**src/rtl/stack_exec.sv**
```systemverilog
// Stack-machine execute unit: pops one operator and two operands, evaluates
// A op B (add/sub/mul in one cycle, div as a 17-cycle restoring divider),
// pushes the result back and pulses complete. Underflow and divide-by-zero
// set a sticky error flag.
//
// state  | meaning
// IDLE   | waiting for start
// POP_OP | operator on op_data is latched, op_pop strobed
// POP_B  | top operand latched as B (or underflow abort)
// POP_A  | next operand latched as A (or underflow abort)
// EXEC   | compute; divide iterates here for 16 steps plus a sign-fix cycle
// PUSH   | result presented with opnd_push_EX
// DONE   | complete pulse, back to IDLE
module stack_exec (
    input  logic        clk,
    input  logic        reset,
    input  logic        start,
    input  logic [1:0]  op_data,
    input  logic [15:0] opnd_data,
    input  logic        opnd_empty,
    output logic        op_pop,
    output logic        opnd_pop,
    output logic        opnd_push_EX,
    output logic [15:0] result,
    output logic        complete,
    output logic        busy,
    output logic        err
);

    typedef enum logic [2:0] {IDLE, POP_OP, POP_B, POP_A, EXEC, PUSH, DONE} state_t;

    localparam logic [1:0] OP_ADD = 2'b00;
    localparam logic [1:0] OP_SUB = 2'b01;
    localparam logic [1:0] OP_MUL = 2'b10;
    localparam logic [1:0] OP_DIV = 2'b11;

    state_t      state_q;
    logic [1:0]  op_q;
    logic [15:0] a_q, b_q;
    logic [15:0] rem_q, quo_q;
    logic [4:0]  div_cnt_q;
    logic [15:0] result_q;
    logic        op_pop_q, push_q, complete_q, busy_q, err_q;

    logic [15:0] a_mag_d, b_mag_d;
    logic [16:0] rem_shift_d;
    logic [15:0] rem_sub_d, rem_d, quo_d;
    logic [15:0] alu_d;

    // One restoring-division step on magnitudes, plus the single-cycle ALU
    // result (division result is sign-corrected from the finished quotient).
    always_comb begin
        a_mag_d     = opnd_data[15] ? (16'd0 - opnd_data) : opnd_data;
        b_mag_d     = b_q[15] ? (16'd0 - b_q) : b_q;
        rem_shift_d = {rem_q, quo_q[15]};
        rem_sub_d   = 16'(rem_shift_d - {1'b0, b_mag_d});
        if (rem_shift_d >= {1'b0, b_mag_d}) begin
            rem_d = rem_sub_d;
            quo_d = {quo_q[14:0], 1'b1};
        end else begin
            rem_d = rem_shift_d[15:0];
            quo_d = {quo_q[14:0], 1'b0};
        end
        case (op_q)
            OP_ADD:  alu_d = a_q + b_q;
            OP_SUB:  alu_d = a_q - b_q;
            OP_MUL:  alu_d = 16'(a_q * b_q);
            default: begin
                if (b_q == 16'd0)
                    alu_d = 16'd0;
                else if (a_q[15] ^ b_q[15])
                    alu_d = 16'd0 - quo_q;
                else
                    alu_d = quo_q;
            end
        endcase
    end

    // Sequencer with registered strobes; strobes default low every cycle.
    always_ff @(posedge clk) begin
        if (reset) begin
            state_q    <= IDLE;
            op_q       <= OP_ADD;
            a_q        <= 16'd0;
            b_q        <= 16'd0;
            rem_q      <= 16'd0;
            quo_q      <= 16'd0;
            div_cnt_q  <= 5'd0;
            result_q   <= 16'd0;
            op_pop_q   <= 1'b0;
            push_q     <= 1'b0;
            complete_q <= 1'b0;
            busy_q     <= 1'b0;
            err_q      <= 1'b0;
        end else begin
            op_pop_q   <= 1'b0;
            push_q     <= 1'b0;
            complete_q <= 1'b0;
            case (state_q)
                IDLE: begin
                    if (start) begin
                        state_q  <= POP_OP;
                        op_pop_q <= 1'b1;
                        busy_q   <= 1'b1;
                    end
                end
                POP_OP: begin
                    op_q    <= op_data;
                    state_q <= POP_B;
                end
                POP_B: begin
                    if (opnd_empty) begin
                        err_q      <= 1'b1;
                        complete_q <= 1'b1;
                        state_q    <= DONE;
                    end else begin
                        b_q     <= opnd_data;
                        state_q <= POP_A;
                    end
                end
                POP_A: begin
                    if (opnd_empty) begin
                        err_q      <= 1'b1;
                        complete_q <= 1'b1;
                        state_q    <= DONE;
                    end else begin
                        a_q       <= opnd_data;
                        quo_q     <= a_mag_d;
                        rem_q     <= 16'd0;
                        div_cnt_q <= 5'd16;
                        state_q   <= EXEC;
                    end
                end
                EXEC: begin
                    if (op_q == OP_DIV && div_cnt_q != 5'd0) begin
                        rem_q     <= rem_d;
                        quo_q     <= quo_d;
                        div_cnt_q <= div_cnt_q - 5'd1;
                    end else begin
                        result_q <= alu_d;
                        push_q   <= 1'b1;
                        state_q  <= PUSH;
                        if (op_q == OP_DIV && b_q == 16'd0)
                            err_q <= 1'b1;
                    end
                end
                PUSH: begin
                    complete_q <= 1'b1;
                    state_q    <= DONE;
                end
                DONE: begin
                    busy_q  <= 1'b0;
                    state_q <= IDLE;
                end
                default: state_q <= IDLE;
            endcase
        end
    end

    // The operand pop must react to opnd_empty in the same cycle, so it is
    // decoded from the state register rather than registered ahead of time.
    assign opnd_pop     = ((state_q == POP_B) || (state_q == POP_A)) && !opnd_empty;
    assign op_pop       = op_pop_q;
    assign opnd_push_EX = push_q;
    assign result       = result_q;
    assign complete     = complete_q;
    assign busy         = busy_q;
    assign err          = err_q;

endmodule

```
**config.mk**
```make
export PLATFORM = sky130hd
export DESIGN_NAME = stack_exec
export DESIGN_NICKNAME = d
export VERILOG_FILES = /design/src/rtl/stack_exec.sv
export SDC_FILE = /design/constraint.sdc
export NUM_CORES = 1
export LEC_CHECK = 0
export BUFFER_PORTS_ARGS = -buffer_cell sky130_fd_sc_hd__clkbuf_2
export CAP_MARGIN = 20
export CORE_MARGIN = 5
export CORE_UTILIZATION = 69
export DETAILED_ROUTE_END_ITERATION = 10
export PLACE_DENSITY = 0.89
export SKIP_CTS_REPAIR_TIMING = 1
export SLEW_MARGIN = 0
export SYNTH_ARGS = -nofsm -noshare
export SYNTH_HDL_FRONTEND = slang
export SYNTH_SLANG_ARGS = --single-unit
```
**constraint.sdc**
```tcl
create_clock -name clk -period 9.8 [get_ports clk]
set_input_delay 0 -clock clk [delete_from_list [all_inputs] [get_ports clk]]
set_output_delay 0 -clock clk [all_outputs]
set_load 0.02 [all_outputs]
```
==> results of run 1 <==
layout make-up:
class / instances / area (um^2) / area share, %
multi-input cells: 1006 / 7670 / 69.8
inverters: 135 / 507 / 4.61
clock buffers: 10 / 229 / 2.08
well taps: 184 / 230 / 2.10
clock inverters: 6 / 93.8 / 0.854
flip-flops and latches: 95 / 1900 / 17.3
repair buffers: 59 / 355 / 3.23
per-stage QoR:
stage | instance area, um^2 | util [%]
floorplan | 10400 | -
detailed placement | 10600 | 72.2
finish | 11000 | 75.0
global route | 11000 | 75.0
global placement | 10600 | 72.2
CTS | 10900 | 74.4
cells in the mapped netlist (6+ instances only):
cell | number | area share [%]
nand2_1 | 197 | 7.1
inv_1 | 134 | 4.9
dfxtp_1 | 95 | 18
nor2_1 | 90 | 3.3
ha_1 | 87 | 11
fa_1 | 82 | 16
a21oi_1 | 77 | 3.7
and2_1 | 70 | 4.2
xnor2_1 | 69 | 5.8
clkbuf_1 | 53 | 1.9
o21ai_0 | 44 | 2.1
xor2_1 | 43 | 3.6
nor3_1 | 23 | 1.1
mux2i_1 | 15 | 1.4
nand3_1 | 15 | 0.72
o21a_1 | 15 | 1.1
nor2b_1 | 13 | 0.79
o21ai_1 | 12 | 0.58
a221oi_1 | 11 | 0.93
nand2b_1 | 11 | 0.66
a211oi_1 | 10 | 0.72
a21o_1 | 10 | 0.72
a22oi_1 | 10 | 0.72
buf_2 | 8 | 0.39
o31ai_1 | 8 | 0.58
or3_1 | 8 | 0.48
a31oi_1 | 6 | 0.36
registers in the layout, indices dropped and copies added, names as in the netlist, 2 cells and up:
name and flops:
quo_q 16, op_q 2, b_q 16, div_cnt_q 5, result 16, rem_q 16, a_q 16, state_q 3
placed cells by master (no fill, tap or decap), types with 10 or more instances in the layout:
| cell type | instances |
|---|---|
| a221oi_1 | 11 |
| nor2b_1 | 13 |
| clkbuf_2 | 43 |
| dfxtp_1 | 95 |
| o21a_1 | 15 |
| and2_1 | 70 |
| ha_1 | 87 |
| nand2b_1 | 11 |
| nor2_1 | 90 |
| a21oi_1 | 77 |
| o21ai_1 | 12 |
| nor3_1 | 23 |
| mux2i_1 | 15 |
| a21o_1 | 10 |
| a22oi_1 | 10 |
| a211oi_1 | 10 |
| fa_1 | 82 |
| inv_1 | 134 |
| nand3_1 | 15 |
| xnor2_1 | 69 |
| xor2_1 | 43 |
| o21ai_0 | 44 |
| nand2_1 | 197 |
power groups by stage:
| stage | logic, uW | clock network (uW) | registers, uW |
|---|---|---|---|
| 4_1_cts | 866 | 387 | 480 |
| 2_1_floorplan | 699 | 0 | 464 |
| 6_report | 888 | 384 | 483 |
| 5_1_grt | 953 | 404 | 487 |
| 3_5_place_dp | 857 | 0 | 488 |
| 3_3_place_gp | 842 | 0 | 486 |
worst reg2reg max path, delay by kind of cell (launching register included):
| kind | cells | cell delay, ns |
|---|---|---|
| buf+inv | 3 | 0.17 |
| xor+xnor | 1 | 0.12 |
| fa+ha+maj | 7 | 3.44 |
| compound gates | 4 | 0.82 |
| flops | 1 | 0.75 |
| simple gates | 2 | 0.30 |
routing by layer:
metal | track usage, % | up-vias
met5 | 0 | -
met3 | 4.63 | 105
met2 | 50.7 | 504
met4 | 14.3 | 0
met1 | 40.7 | 4379
li1 | - | 4323
kinds of logic after synthesis:
logic type	count (synthesis)	share of synthesized area, %
and+or+nand+nor	461	20.9
AOI/OAI and AO/OA	248	15.6
buffers and inverters	202	7.60
adders and majority gates	169	26.4
xor gates and xnor gates	113	9.69
DFF	95	18.4
muxes	15	1.45
how the worst max path moves through the flow:
stage | to | slack (ns) | cells past startpoint | from
detailed placement | result[13] | 4.15 | 17 | b_q[3]
CTS | result[13] | 4.15 | 17 | b_q[3]
floorplan | result[13] | 4.42 | 20 | b_q[4]
global route | result[12] | 3.72 | 16 | a_q[2]
finish | result[13] | 4.10 | 17 | b_q[3]
global placement | result[13] | 4.33 | 17 | b_q[3]
==> results by group, run 1 <==
Layout
  • Nets: 1,497
  • Layout Cells excl Fill: 1,495
  • P&R area growth vs syn: 6.06%
  • Fillers: 1,046
  • Share of cells above drive strength 1: 6.03%
  • N_diodes: 0

STA
  • Setup ws final: 4.10 ns
  • Max Clock Freq: between 0.15 and 0.2 GHz
  • Setup-failing EPs final: 0
  • Final period utilization: 58.2%
  • Max-slew headroom: 37.9%
  • Tmin final: between 5 and 6 ns
  • Max-slew violations: 0
  • WHS: -0.0294 ns
  • RSZ-0062 raised after global routing: false
  • Final setup TNS: 0 ns
  • Clock skew: between 0.01 and 0.015 ns
  • Worst slew pin tran: 0.929 ns
  • Fin. Hold Viols: 4

Drt
  • Vias per cell: 6.23
  • DRC: 0
  • Met3 Wirelength: around 2.7 mm
  • Top sig layer: met4
  • DR WL met2: 12.7 mm
  • Via count: 9,311
  • Drt wl/cell: 18.3 um
  • Detailed Route WL: 27.4 mm
  • Initial DRC count: 991
  • DRT met1 WL: 10.7 mm
  • DRT Pass-1 Iters: 6
  • Final ANT Viol Nets: 0

Power and ir drop
  • Sequential Power Share: 27.5%
  • Sw frac: 41.9%
  • PwrDens: roughly 160 nW/um^2
  • Comb pwr share: 50.6%
  • Total power draw: 1750 uW
  • Peak supply drop: 180 uV
  • Sw power: 736 uW
  • Leakage power: 0.00493 uW
  • Cell Int Power: 1020 uW
  • Clk pwr share: between 20% and 30%

Clocking
  • H-tree depth: 3
  • Skew-Pair Late Insertion Delay: around 0.35 ns
  • CTS tree: done
  • Clock Pin Slew Worst Setup and Hold Paths: 0.07 ns
  • Longest Clk Path Bufs: 2
  • Cts bufs inserted: 9
  • CTS root buffer: clkbuf_16
  • Clock sinks: 95

Floorplan
  • Num rows: 44
  • Initial core utilization: 70.7%
  • Io pins: 44
  • Die Y: approximately 130 um
  • Die area: 17,600 um^2
  • Die Width: 133 um
  • CORE AREA: 14,600 um^2

Worst setup path
  • CP max stage cell: dfxtp_1
  • CP Class: flip-flop to flip-flop
  • CP dominant cell by count: fa_1
  • CP max FO: 18
  • CP max stage delay: 0.75 ns
  • Worst path cell trace: nand2_1 > fa_1 > fa_1 > fa_1 > fa_1 > inv_1 > fa_1 > inv_1 > fa_1 > inv_1 > ha_1 > a21o_1 > a21o_1 > nor2_1 > xnor2_1 > a221oi_1 > a21oi_1
  • Critical Path Start Type: flip-flop
  • Reg2reg end: result[13]
  • WP buf/inv: 3
  • FF-to-FF Start: b_q[3]
  • FF-to-FF path depth: 17
  • Crit path DAT: 5.94 ns
  • CP delay by family, top: adder cells
  • CP required: 10.04 ns
  • R2r setup slk: between 4 and 5 ns
  • Setup crit end kind: flip-flop

GRT
  • GR Overflow Total: 0
  • Total track usage: 31.0%
  • Vias in the first global route: 9,139
  • Global-route wire length before repair: between 40 and 50 mm
  • Largest net degree at the start of global routing: 75
  • Initial antenna violation count: 0

Yosys
  • Asr flop ratio synth: 0%
  • Cell Area, Synth: 10,400 um^2
  • Gate Count Post-Synth: 1,303
  • Top_reg_cell synth: dfxtp_1
  • Flops & latches, synth: 95
  • Synthesized Nets: roughly 1,500
  • YS warnings: 0
  • EDFF count, synth: 0
  • Yosys cell types: 67
  • Avg Cell Area, Syn: about 7.9 um^2
  • Register area share after synthesis: 18.4%

Hold path
  • Hold Path Sink: op_pop
  • Hold Crit Start: start
  • WHS Path Cells: 3
  • Hold crit path type: input pin to flip-flop

Flow run
  • Maxcap violations: 0

Place
  • Placed cells: 1,469
  • DP HPWL: around 21 mm
  • Routability cong.: 0.990
  • Post-place setup slack: 4.15 ns
  • I/O Buffers: 43

Outcome
  • Status: complete, but fails checks
  • Failing checks: hold timing
No activity file was read; power rests on OpenSTA's default activity.
==> inputs of run 2 (changes only) <==
- CORE_UTILIZATION: 69 -> 58
- PLACE_DENSITY: 0.89 -> 0.8
- clock period: 9.8 -> 4.76 ns (I/O delays scaled with it)
==> run 2 against run 1 <==
  * The flow finishes with violations (hold timing, setup timing)
  * Die area grew 17%
  * Clock skew is 0.0015 ns lower
  * Sequential cell count unchanged
  * Worst setup slack worse by 4.5 ns
  * Final cell count rose by 8.0%
  * First-iteration DRC count shrank 11%
  * Non-clock buffer count is 78 higher
  * Total power increased by 110%
==> results by group, run 2 (synthesis gave the netlist of run 1 again) <==
Layout
  • P&R area growth vs syn: 16.2%
  • Share of cells above drive strength 1: 16.5% (+10 points)
  • Fillers: 1,376 (+32%)
  • Nets: 1,575 (+5.2%)
  • Design area: 12,000 um^2 (+9.5%)
  • Commonest non-fill, non-tap cell in the layout: nand2_1
  • Layout Cells excl Fill: 1,614 (+8.0%)
  • N_diodes: 0 (unchanged)
  • Most frequent cells in the layout: 195 x nand2_1, 126 x inv_1, 87 x nor2_1, 78 x fa_1, 77 x dfxtp_1

Clocking
  • CTS tree: done
  • Clock sinks: 95 (unchanged)
  • Skew-Pair Late Insertion Delay: 0.35 ns (about the same)
  • Clock Pin Slew Worst Setup and Hold Paths: 0.07 ns (about the same)
  • Longest Clk Path Bufs: 2 (unchanged)
  • H-tree depth: 3 (unchanged)
  • Cts bufs inserted: 9 (unchanged)
  • CTS root buffer: clkbuf_16

Worst setup path
  • Critical Path Start Type: flip-flop
  • CP max stage delay: 0.54 ns (-0.21 ns)
  • Critical path depth: 18 (+1)
  • CP required: 5.04 ns (-5.00 ns)
  • Crit path DAT: 5.43 ns (-0.51 ns)
  • FF-to-FF path depth: 18 (+1)
  • Worst path cell trace: and2_4 > fa_1 > inv_1 > fa_1 > fa_1 > fa_1 > inv_1 > fa_1 > inv_2 > fa_1 > inv_2 > ha_4 > a21o_1 > a21o_1 > o211ai_1 > a21o_1 > nand3_2 > a31oi_1
  • Setup crit end kind: flip-flop
  • CP delay by family, top: adder cells
  • CP max FO: 7 (-11)
  • CP dominant cell by count: fa_1
  • WP buf/inv: 4 (+1)
  • CP max stage cell: fa_1
  • CP Class: flip-flop to flip-flop

Power and ir drop
  • PwrDens: 308 nW/um^2 (+93%)
  • Leakage power: 0.00540 uW (+9.5%)
  • Peak supply drop: 288 uV (+60%)

GRT
  • Global-route wire length before repair: 45.1 mm (+0.66%)
  • GR Overflow Total: 0 (unchanged)
  • Vias in the first global route: 9,132 (-0.077%)
  • Total track usage: 27.4% (-3.6 points)
  • Largest net degree at the start of global routing: 42 (-44%)
  • Initial antenna violation count: 0 (unchanged)

Drt
  • Detailed Route WL: 29.0 mm (+6.1%)
  • DRC: 0 (unchanged)
  • Via count: 9,537 (+2.4%)
  • Drt wl/cell: 18.0 um (-1.7%)
  • DRT Pass-1 Iters: 6 (unchanged)
  • Vias per cell: 5.91 (-5.1%)
  • Final ANT Viol Nets: 0 (unchanged)
  • Initial DRC count: 879 (-11%)

Place
  • Post-place setup slack: -0.491 ns (-4.64 ns)
  • DP HPWL: 22.2 mm (+7.7%)
  • Routability cong.: 1.01 (+1.5%)
  • Placed cells: 1,578 (+7.4%)
  • I/O Buffers: 43 (unchanged)
  • Area after DPL: 11,300 um^2 (+6.6%)

STA
  • Max Clock Freq: 0.194 GHz (+11%)
  • Tmin final: 5.16 ns (-0.545 ns)
  • RSZ-0062 raised after global routing: true
  • Setup ws final: -0.398 ns (-4.50 ns)
  • WHS: -0.00247 ns (+0.0269 ns)
  • Clock skew: 0.00896 ns (-0.00151 ns)
  • Max-slew headroom: 29.8% (-8.1 points)
  • Setup-failing EPs final: 7 (+7)
  • Worst slew pin tran: 1.05 ns (+0.120 ns)
  • Max-slew violations: 0 (unchanged)
  • Fin. Hold Viols: 4 (unchanged)
  • Final period utilization: 108% (+50 points)

Flow run
  • Maxcap violations: 0 (unchanged)

Floorplan
  • Io pins: 44 (unchanged)
  • Num rows: 48 (+9.1%)
  • CORE AREA: 17,400 um^2 (+19%)
  • Die Y: 144 um (+8.4%)
  • Die Width: 144 um (+8.4%)
  • Initial core utilization: 59.5% (-11 points)
  • Die area: 20,600 um^2 (+17%)

Outcome
  • Failing checks: hold timing, setup timing
  • Status: complete, but fails checks

Hold path
  • WHS Path Cells: 3 (unchanged)
  • Hold crit path type: input pin to flip-flop
==> run 2: cell types whose count changed in the layout (fill, tap and decap cells not counted), sizes merged <==
| cell | before | now |
|---|---|---|
| clkinvlp | 0 | 2 |
| clkinv | 3 | 1 |
| inv | 136 | 137 |
| clkbuf | 53 | 52 |
| dlygate4sd3 | 8 | 11 |
| buf | 8 | 83 |
==> run 2: report_power, final <==
| group | internal [uW] | switching [uW] | total (uW) |
|---|---|---|---|
| Sequential | 860 | 93.4 | 954 |
| Combinational | 836 | 1120 | 1950 |
| Clock | 467 | 336 | 803 |
| Total | 2160 | 1550 | 3710 |
==> run 2: cell type report <==
class                           count  area, um^2  share of cell area, %
Timing Repair Buffer              137         975                   8.10
Sequential cell                    95        1950                   16.2
Inverter                          135         507                   4.21
Clock inverter                      7         104                  0.863
Tap cell                          225         282                   2.34
Clock buffer                        9         225                   1.87
Multi-Input combinational cell   1006        7980                   66.4
==> run 2: path summary, 6_finish.rpt <==
check / from / endpoint / slack, ns
max: b_q[4] / result[15] / -0.40
min: opnd_data[10] / b_q[10] / -0.002
max reg2reg: b_q[4] / result[15] / -0.40
min reg2reg: rem_q[15] / rem_q[15] / 0.46
==> run 2: through the flow <==
step	utilization (%)	TNS, ns	power [uW]	hold slack, ns
floorplan	-	-0.900	2410	0.136
global placement	64.6	-2.00	2810	0.231
detailed placement	64.7	-2.75	2850	0.236
CTS	66.5	-3.01	3650	-0.123
global route	69.1	-3.19	3930	0.00764
finish	69.1	-1.93	3710	-0.00247
==> run 2: worst register-to-register path, cell delays in order (launching register included) <==
cell      delay (ns)
dfxtp_4         0.38
and2_4          0.17
fa_1            0.54
inv_1           0.05
fa_1            0.47
fa_1            0.48
fa_1            0.49
inv_1           0.05
fa_1            0.49
inv_2           0.05
fa_1            0.52
inv_2           0.05
ha_4            0.23
a21o_1          0.17
a21o_1          0.22
o211ai_1        0.30
a21o_1          0.19
nand3_2         0.09
a31oi_1         0.18
==> run 2: routing by layer <==
layer	track usage, %	up-vias	wire length [um]
met1	36.3	4538	11700
met3	4.49	93	2520
met4	9.91	0	1120
li1	-	4470	-
met2	45.3	436	13700
met5	0	-	0
